==> src/rtl/cpu_pkg.sv <==
// Shared encodings for the multi-cycle CPU control path: opcodes, ALUOp codes,
// sequencer states and instruction classes.
package cpu_pkg;

  localparam logic [3:0] OP_RTYPE = 4'b0000;
  localparam logic [3:0] OP_SHIFT = 4'b0001;
  localparam logic [3:0] OP_ADDI  = 4'b0010;
  localparam logic [3:0] OP_ANDI  = 4'b0011;
  localparam logic [3:0] OP_LW    = 4'b0100;
  localparam logic [3:0] OP_SW    = 4'b0101;
  localparam logic [3:0] OP_BEQ   = 4'b0110;
  localparam logic [3:0] OP_ORI   = 4'b0111;
  localparam logic [3:0] OP_HALT  = 4'b1111;

  localparam logic [1:0] ALUOP_ADD   = 2'b00;
  localparam logic [1:0] ALUOP_SUB   = 2'b01;
  localparam logic [1:0] ALUOP_FUNCT = 2'b10;
  localparam logic [1:0] ALUOP_LOGIC = 2'b11;

  typedef enum logic [2:0] {
    ST_FETCH  = 3'd0,
    ST_DECODE = 3'd1,
    ST_EXEC   = 3'd2,
    ST_MEM    = 3'd3,
    ST_WB     = 3'd4,
    ST_HALT   = 3'd5
  } state_e;

  typedef enum logic [2:0] {
    CL_ALU_R   = 3'd0,
    CL_SHIFT   = 3'd1,
    CL_ALU_I   = 3'd2,
    CL_LOAD    = 3'd3,
    CL_STORE   = 3'd4,
    CL_BRANCH  = 3'd5,
    CL_HALT    = 3'd6,
    CL_ILLEGAL = 3'd7
  } iclass_e;

endpackage

==> src/rtl/cpu_main_decoder.sv <==
// Combinational main decoder: latched opcode to instruction class plus the
// ALUOp/ALUSrc pair used while the instruction is executing.
module cpu_main_decoder
  import cpu_pkg::*;
(
  input  logic [3:0] op,
  output iclass_e    iclass,
  output logic [1:0] alu_op,
  output logic       alu_src
);

  always_comb begin
    iclass  = CL_ILLEGAL;
    alu_op  = ALUOP_ADD;
    alu_src = 1'b0;
    case (op)
      OP_RTYPE: begin
        iclass = CL_ALU_R;
        alu_op = ALUOP_FUNCT;
      end
      OP_SHIFT: iclass = CL_SHIFT;
      OP_ADDI: begin
        iclass  = CL_ALU_I;
        alu_src = 1'b1;
      end
      OP_ANDI, OP_ORI: begin
        iclass  = CL_ALU_I;
        alu_op  = ALUOP_LOGIC;
        alu_src = 1'b1;
      end
      OP_LW: begin
        iclass  = CL_LOAD;
        alu_src = 1'b1;
      end
      OP_SW: begin
        iclass  = CL_STORE;
        alu_src = 1'b1;
      end
      OP_BEQ: begin
        iclass = CL_BRANCH;
        alu_op = ALUOP_SUB;
      end
      OP_HALT: iclass = CL_HALT;
      default: iclass = CL_ILLEGAL;
    endcase
  end

endmodule

==> src/rtl/multicycle_control_unit.sv <==
// Multi-cycle sequencer for the 16-bit CPU: one instruction phase per clock,
// wait-state memory handshake, sticky halt/illegal flags and a retire counter.
//
// state  | meaning
// FETCH  | IRWrite pulse, instruction register loads
// DECODE | opcode captured into op_q
// EXEC   | ALU operation per class; BEQ/illegal retire here
// MEM    | load/store strobe held until MemReady
// WB     | register write, EXEC controls held, PC advances
// HALT   | absorbing, all controls low until Reset
module multicycle_control_unit
  import cpu_pkg::*;
#(
  parameter int RETIRE_W = 16
) (
  input  logic                Clock,
  input  logic                Reset,
  input  logic [3:0]          opcode,
  input  logic                MemReady,
  output logic                RegDst,
  output logic                Branch,
  output logic                MemRead,
  output logic                MemWrite,
  output logic                RegWrite,
  output logic                MemToReg,
  output logic                ALUSrc,
  output logic                Shift,
  output logic [1:0]          ALUOp,
  output logic                PCWrite,
  output logic                IRWrite,
  output logic                Halted,
  output logic                Illegal,
  output logic [RETIRE_W-1:0] Retired
);

  state_e                state_q, state_d;
  logic [3:0]            op_q, op_d;
  logic                  halted_q, halted_d;
  logic                  illegal_q, illegal_d;
  logic [RETIRE_W-1:0]   retired_q, retired_d;

  iclass_e    iclass;
  logic [1:0] ex_alu_op;
  logic       ex_alu_src;

  logic reg_dst, branch, mem_read, mem_write, reg_write, mem_to_reg;
  logic alu_src, shift, pc_write, ir_write;
  logic [1:0] alu_op;

  cpu_main_decoder u_dec (
    .op      (op_q),
    .iclass  (iclass),
    .alu_op  (ex_alu_op),
    .alu_src (ex_alu_src)
  );

  always_comb begin
    state_d    = state_q;
    op_d       = op_q;
    halted_d   = halted_q;
    illegal_d  = illegal_q;
    reg_dst    = 1'b0;
    branch     = 1'b0;
    mem_read   = 1'b0;
    mem_write  = 1'b0;
    reg_write  = 1'b0;
    mem_to_reg = 1'b0;
    alu_src    = 1'b0;
    shift      = 1'b0;
    alu_op     = ALUOP_ADD;
    pc_write   = 1'b0;
    ir_write   = 1'b0;
    case (state_q)
      ST_FETCH: begin
        ir_write = 1'b1;
        state_d  = ST_DECODE;
      end
      ST_DECODE: begin
        op_d = opcode;
        if (opcode == OP_HALT) begin
          halted_d = 1'b1;
          state_d  = ST_HALT;
        end else begin
          state_d = ST_EXEC;
        end
      end
      ST_EXEC: begin
        alu_op  = ex_alu_op;
        alu_src = ex_alu_src;
        case (iclass)
          CL_ALU_R, CL_ALU_I: state_d = ST_WB;
          CL_SHIFT: begin
            shift   = 1'b1;
            state_d = ST_WB;
          end
          CL_LOAD, CL_STORE: state_d = ST_MEM;
          CL_BRANCH: begin
            branch   = 1'b1;
            pc_write = 1'b1;
            state_d  = ST_FETCH;
          end
          CL_HALT: begin
            halted_d = 1'b1;
            state_d  = ST_HALT;
          end
          default: begin
            pc_write  = 1'b1;
            illegal_d = 1'b1;
            state_d   = ST_FETCH;
          end
        endcase
      end
      ST_MEM: begin
        alu_src = 1'b1;
        alu_op  = ALUOP_ADD;
        if (iclass == CL_LOAD) begin
          mem_read = 1'b1;
          if (MemReady) state_d = ST_WB;
        end else begin
          mem_write = 1'b1;
          if (MemReady) begin
            pc_write = 1'b1;
            state_d  = ST_FETCH;
          end
        end
      end
      ST_WB: begin
        // keep the EXEC-phase operands steering the ALU so write data is stable
        alu_op    = ex_alu_op;
        alu_src   = ex_alu_src;
        reg_write = 1'b1;
        pc_write  = 1'b1;
        state_d   = ST_FETCH;
        case (iclass)
          CL_ALU_R: reg_dst = 1'b1;
          CL_LOAD:  mem_to_reg = 1'b1;
          CL_SHIFT: begin
            shift   = 1'b1;
            reg_dst = 1'b1;
          end
          default: reg_dst = 1'b0;
        endcase
      end
      ST_HALT: state_d = ST_HALT;
      default: state_d = ST_FETCH;
    endcase
    retired_d = retired_q + {{(RETIRE_W-1){1'b0}}, pc_write};
  end

  always_ff @(posedge Clock or posedge Reset) begin
    if (Reset) begin
      state_q   <= ST_FETCH;
      op_q      <= 4'b0000;
      halted_q  <= 1'b0;
      illegal_q <= 1'b0;
      retired_q <= '0;
    end else begin
      state_q   <= state_d;
      op_q      <= op_d;
      halted_q  <= halted_d;
      illegal_q <= illegal_d;
      retired_q <= retired_d;
    end
  end

  // FETCH is the reset state, so the strobes are masked while Reset is held
  assign RegDst   = reg_dst    & ~Reset;
  assign Branch   = branch     & ~Reset;
  assign MemRead  = mem_read   & ~Reset;
  assign MemWrite = mem_write  & ~Reset;
  assign RegWrite = reg_write  & ~Reset;
  assign MemToReg = mem_to_reg & ~Reset;
  assign ALUSrc   = alu_src    & ~Reset;
  assign Shift    = shift      & ~Reset;
  assign ALUOp    = Reset ? 2'b00 : alu_op;
  assign PCWrite  = pc_write   & ~Reset;
  assign IRWrite  = ir_write   & ~Reset;
  assign Halted   = halted_q;
  assign Illegal  = illegal_q;
  assign Retired  = retired_q;

endmodule
==> config.mk <==
export PLATFORM = sky130hd
export DESIGN_NAME = multicycle_control_unit
export DESIGN_NICKNAME = d
export VERILOG_FILES = /design/src/rtl/cpu_pkg.sv /design/src/rtl/cpu_main_decoder.sv /design/src/rtl/multicycle_control_unit.sv
export SDC_FILE = /design/constraint.sdc
export NUM_CORES = 1
export LEC_CHECK = 0
export BUFFER_PORTS_ARGS = -buffer_cell sky130_fd_sc_hd__buf_2
export CORE_MARGIN = 2
export CORE_UTILIZATION = 36
export DETAILED_ROUTE_END_ITERATION = 6
export GPL_TIMING_DRIVEN = 0
export SYNTH_ARGS = -nofsm -noshare
export SYNTH_HDL_FRONTEND = slang
export SYNTH_HIERARCHICAL = 1
export SYNTH_SLANG_ARGS = --single-unit
==> constraint.sdc <==
create_clock -name Clock -period 4.57 [get_ports Clock]
set_input_delay 0.914 -clock Clock [delete_from_list [all_inputs] [get_ports Clock]]
set_output_delay 0.914 -clock Clock [all_outputs]
set_load 0.005 [all_outputs]
## Word-level counts from Yosys, hierarchy flattened

Index checks and enable logic that the tools add are counted.

| operators by class | value |
|---|---|
| bitwise gates (word level) | 12 |
| equal/unequal tests | 23 |
| reductions and logical operators | 15 |
| add/sub/neg operators | 1 |
| muxes and demuxes | 32 |

Operator list:

| operator | number |
|---|---|
| case mux 3 bit (7 select lines) | 1 |
| 2-to-1 mux 1 bit | 19 |
| adder 16 x 1 -> 16 bit | 1 |
| == test 4 x 3 -> 1 bit, second input constant | 4 |
| == test 3 bit, second input constant | 5 |
| case mux 3 bit (5 select lines) | 1 |
| == test 3 x 2 -> 1 bit, second input constant | 4 |
| 2-to-1 mux 3 bit | 4 |
| AND 1 bit | 10 |
| case mux 3 bit (3 select lines) | 1 |
| == test 4 x 2 -> 1 bit, second input constant | 2 |
| == test 4 bit, second input constant | 2 |
| OR reduction 2 bit | 4 |
| OR reduction 7 bit | 1 |
| == test 3 x 1 -> 1 bit, second input constant | 2 |
| logical NOT 3 bit | 2 |
| inequality test 2 bit, second input constant | 3 |
| case mux 2 bit (3 select lines) | 1 |
| OR reduction 3 bit | 2 |
| OR reduction 6 bit | 1 |
| OR reduction 5 bit | 1 |
| == test 4 x 1 -> 1 bit, second input constant | 1 |
| logical NOT 4 bit | 1 |
| 2-to-1 mux 2 bit | 2 |
| other kinds (6) | 8 |

| storage, ports and cells | value |
|---|---|
| input port bits | 7 |
| output and inout port bits | 30 |
| logic and storage cells | 88 |
| register bits | 25 |

## Longest topological paths before layout

| depth | value |
|---|---|
| word-level depth | 8 |
| depth in mapped cells | 13 |
| gate-level depth less buffers | 11 |

## Cells and area by module

Netlist, hierarchy kept.

By module, submodules not included:

| module | area an instance (um^2) | times used | cells an instance | sequential area each (um^2) |
|---|---|---|---|---|
| multicycle_control_unit | 1,388.8 | 1 | 135 | 625.6 |
| cpu_main_decoder | 101.3 | 1 | 19 | 0.0 |

## Worst setup path after synthesis

OpenSTA, ideal clock, no wires.

| timing | value |
|---|---|
| path type | input -> output |
| start | input port Reset |
| end | output port MemRead |
| buffers on the path | 0 |
| slack | 1,879 ps |
| stages on the path | 3 |
| required time | 3,656 ps |
| data arrival time | 1,777 ps |
| path through | inv_1 > nand3_1 > nor2_1 |

| on the way | value |
|---|---|
| word-level cells in the longest chain between the ends | 2 |

RTL lines:

| what | line | source |
|---|---|---|
| from (decl) | multicycle_control_unit.sv:17 | `input logic Reset,` |
| inverter 1 bit | multicycle_control_unit.sv:169 | `assign MemRead = mem_read & ~Reset;` |
| AND 1 bit | multicycle_control_unit.sv:169 |  |
| to (decl) | multicycle_control_unit.sv:22 | `output logic MemRead,` |

Every way passes these cells.

## Worst setup path in the final report

| timing | value |
|---|---|
| start | input port Reset |
| end | output port MemWrite |

| on the way | value |
|---|---|
| word-level cells in the longest chain between the ends | 2 |

RTL lines:

| what | line | source |
|---|---|---|
| inverter 1 bit | multicycle_control_unit.sv:170 | `assign MemWrite = mem_write & ~Reset;` |
| AND 1 bit | multicycle_control_unit.sv:170 |  |
| to (decl) | multicycle_control_unit.sv:23 | `output logic MemWrite,` |

Every way passes these cells.

==> flow_summary.toml <==
[outcome]
status = "finished, final reports clean"

[hold_path]
hold_depth = 1
hold_path.class = "flip-flop to flip-flop"
min_from = "Retired[15]$_DFF_PP0_"
min_to = "Retired[15]$_DFF_PP0_"

[clock_tree]
clockBufferDepth = 2
cts-root-buf = "clkbuf_8"
clock-sinks = 25
htree_levels = 1
postCtsSetupRepairBufs = 0
clkLatencyLatePin_ns = 0.26
cts-buffers-inserted = 3
cts_resized = 0
postCtsHoldBufs = 0
cts_tree = "yes"
path_clk_slew_ns = 0.08

[global_route]
grt_max_degree = 27
grtUsageTotal_pct = 15.88
grt_pass1_vias = 1247
antenna_found_initial = 0
grt_pass1_wl_um = 5568
grt_overflow_total = 0

[worst_setup_path]
path_buf_inv = 3
r2r-end = "Retired[12]$_DFF_PP0_"
timing.rr.start = "op_q[1]$_DFFE_PP0N_"
rrSetupSlack_ns = 1.71
critPathRequiredTime_ns = 3.66
cp.depth = 5
cp-start-kind = "input port"
cp.arrival_ns = 2.27
slowest_stage = "inv_1"
cp_top_family = "buffers and inverters"
cp_max_fo = 26
path_class = "input port to primary output"
cp_cell_sequence = "buf_2, inv_1, nand3_1, nor2_1, buf_2"
end_kind = "primary output"
cpPeakStageDelay_ns = 0.74
crit_top_cell = "buf_2"
rr_worst_depth = 13

[sta]
max_freq_mhz = 313.6
worstMarginPinSlew_ns = 1.005
min_period_over_period_pct = 69.78
period_minus_slack_ns = 3.189
rsz0062_at_grt = "no"
maxSlewHeadroom_pct = 32.92
setup_violations = 0
hold_viol_final = 0
maxSlewViolCount = 0
skew_ns = 0.003888
finalSetupTns_ns = 0

[synthesis]
synthesis.area_mm2 = 0.001490
synthArstFlopShare_pct = 100.0
synthCells = 154
syn_nets = 163
synth_edf_count = 0
ys_seq_elements = 25
synth.avg_cell_area_um2 = 9.676
yosysSeqAreaShare_pct = 41.98
ys_warn_count = 6
synth_top_flop_cell = "dfrtp_1"
synth_cell_types = 41

[power]
worst_ir_drop_vdd_v = 0.0002600
clock_power_share_pct = 12.2
p_seq_share_pct = 35.3
p_sw_share_pct = 43.45
p_leak_uw = 0.0008633
p_int_uw = 589.3
p_sw_uw = 452.7
power_density_mw_per_mm2 = 586.1
power.total_uw = 1042
comb_power_share_pct = 52.5

[routing]
ant_nets = 0
wire_per_inst_um = 13.50
drtPass1Iterations = 4
viasPerCell = 5.139
drc_errors = 0
vias = 1254
drt-total-wl_um = 3294
drt_iter0_markers = 64

[floorplan]
die_y_um = 68.34
core_mm2 = 0.004000
dieArea_mm2 = 0.004670
initial_core_util_pct = 37.25
row_count = 23
die_w_um = 68.34
pin_count = 37

[cells_and_area]
stdcell_count = 244
utilization_pct = 44.45
diodes = 0
fin_nets = 204
syn_to_final_growth_pct = 19.31
layout-drive-gt1-share_pct = 29.38

[flow_run]
maxCapViolCount = 0

[place]
gp_congestion = 0.7951
placedCellCount = 240
portBuffers = 36
dp_hpwl_um = 2423
-- cells by family after synthesis --
logic type | after synthesis | synth area share, %
flops | 25 | 41.98
buf+inv | 16 | 4.618
simple gates | 71 | 29.05
compound gates | 20 | 10.24
fa+ha+maj | 2 | 1.679
xor+xnor | 16 | 9.404
mux | 4 | 3.022
-- cells in the mapped netlist (2+ instances only) --
cell	instances	area share, %
inv_1	7	1.8
clkbuf_1	3	0.76
dfrtp_1	25	42
mux2_2	4	3.0
xor2_1	8	4.7
a211oi_1	2	1.0
nor2b_1	3	1.3
nand4_1	4	1.7
ha_1	2	1.7
nor3_1	7	2.4
buf_2	4	1.3
a31o_2	2	1.2
nor4_1	8	3.4
nand2b_1	4	1.7
nor2_1	10	2.5
o21ai_0	3	1.0
nand3b_1	3	1.5
nand2_1	11	2.8
nand3_1	6	2.0
xnor2_1	8	4.7
nand4_4	2	2.9
nor3b_1	2	1.0
and3_1	3	1.3
a21oi_1	6	2.0
-- per-stage QoR --
stage,area [um2],hold slack (ns),setup WS (ns)
after detailed placement,1733,0.4582,1.305
after global routing,1778,0.4924,1.179
after CTS,1778,0.4743,1.302
after floorplan,1490,0.4647,1.879
after global placement,1733,0.4569,1.306
final,1778,0.4695,1.381
-- layer usage --
metal,track usage (%),part of all wire (%),vias to the layer above
li1,-,-,627
met1,20.06,48,598
met2,27.91,48,27
met3,1.974,3.6,2
met4,5.250,0.76,0
met5,0,0,-
-- registers in the layout, summed over array words and instances, names as in the netlist --
signal,flops
Halted,1
Illegal,1
Retired,16
op_q,4
state_q,3
-- cell type report --
type	instances	area (um2)
Fill cell	404	2222
Multi-Input combinational cell	113	795.8
Sequential cell	25	625.6
Timing Repair Buffer	36	180.2
Tap cell	50	62.56
Clock buffer	4	45.04
Buffer	8	38.79
Inverter	8	30.03
-- power groups by stage --
stage,clock [uW],sequential (uW),combinational [uW]
floorplan,0,360,408
global placement,0,371,543
detailed placement,0,371,546
CTS,134,368,551
global route,145,380,618
finish,127,368,547
-- cells in the final DEF (no fill, tap or decap), drive strengths merged, types with 7 or more instances in the layout --
cell type  count
buf           41
dfrtp         25
nand2         11
nor2          10
nor4           8
xor2           8
xnor2          8
inv            8
nor3           7
clkbuf         7
-- worst max-delay path by stage --
stage           from  endpoint  slack [ns]
6_report       Reset  MemWrite        1.38
4_1_cts        Reset  MemWrite        1.30
3_5_place_dp   Reset  MemWrite        1.31
5_1_grt        Reset  MemWrite        1.18
2_1_floorplan  Reset   MemRead        1.88
3_3_place_gp   Reset  MemWrite        1.31
Power figures use the tool's default switching activity.
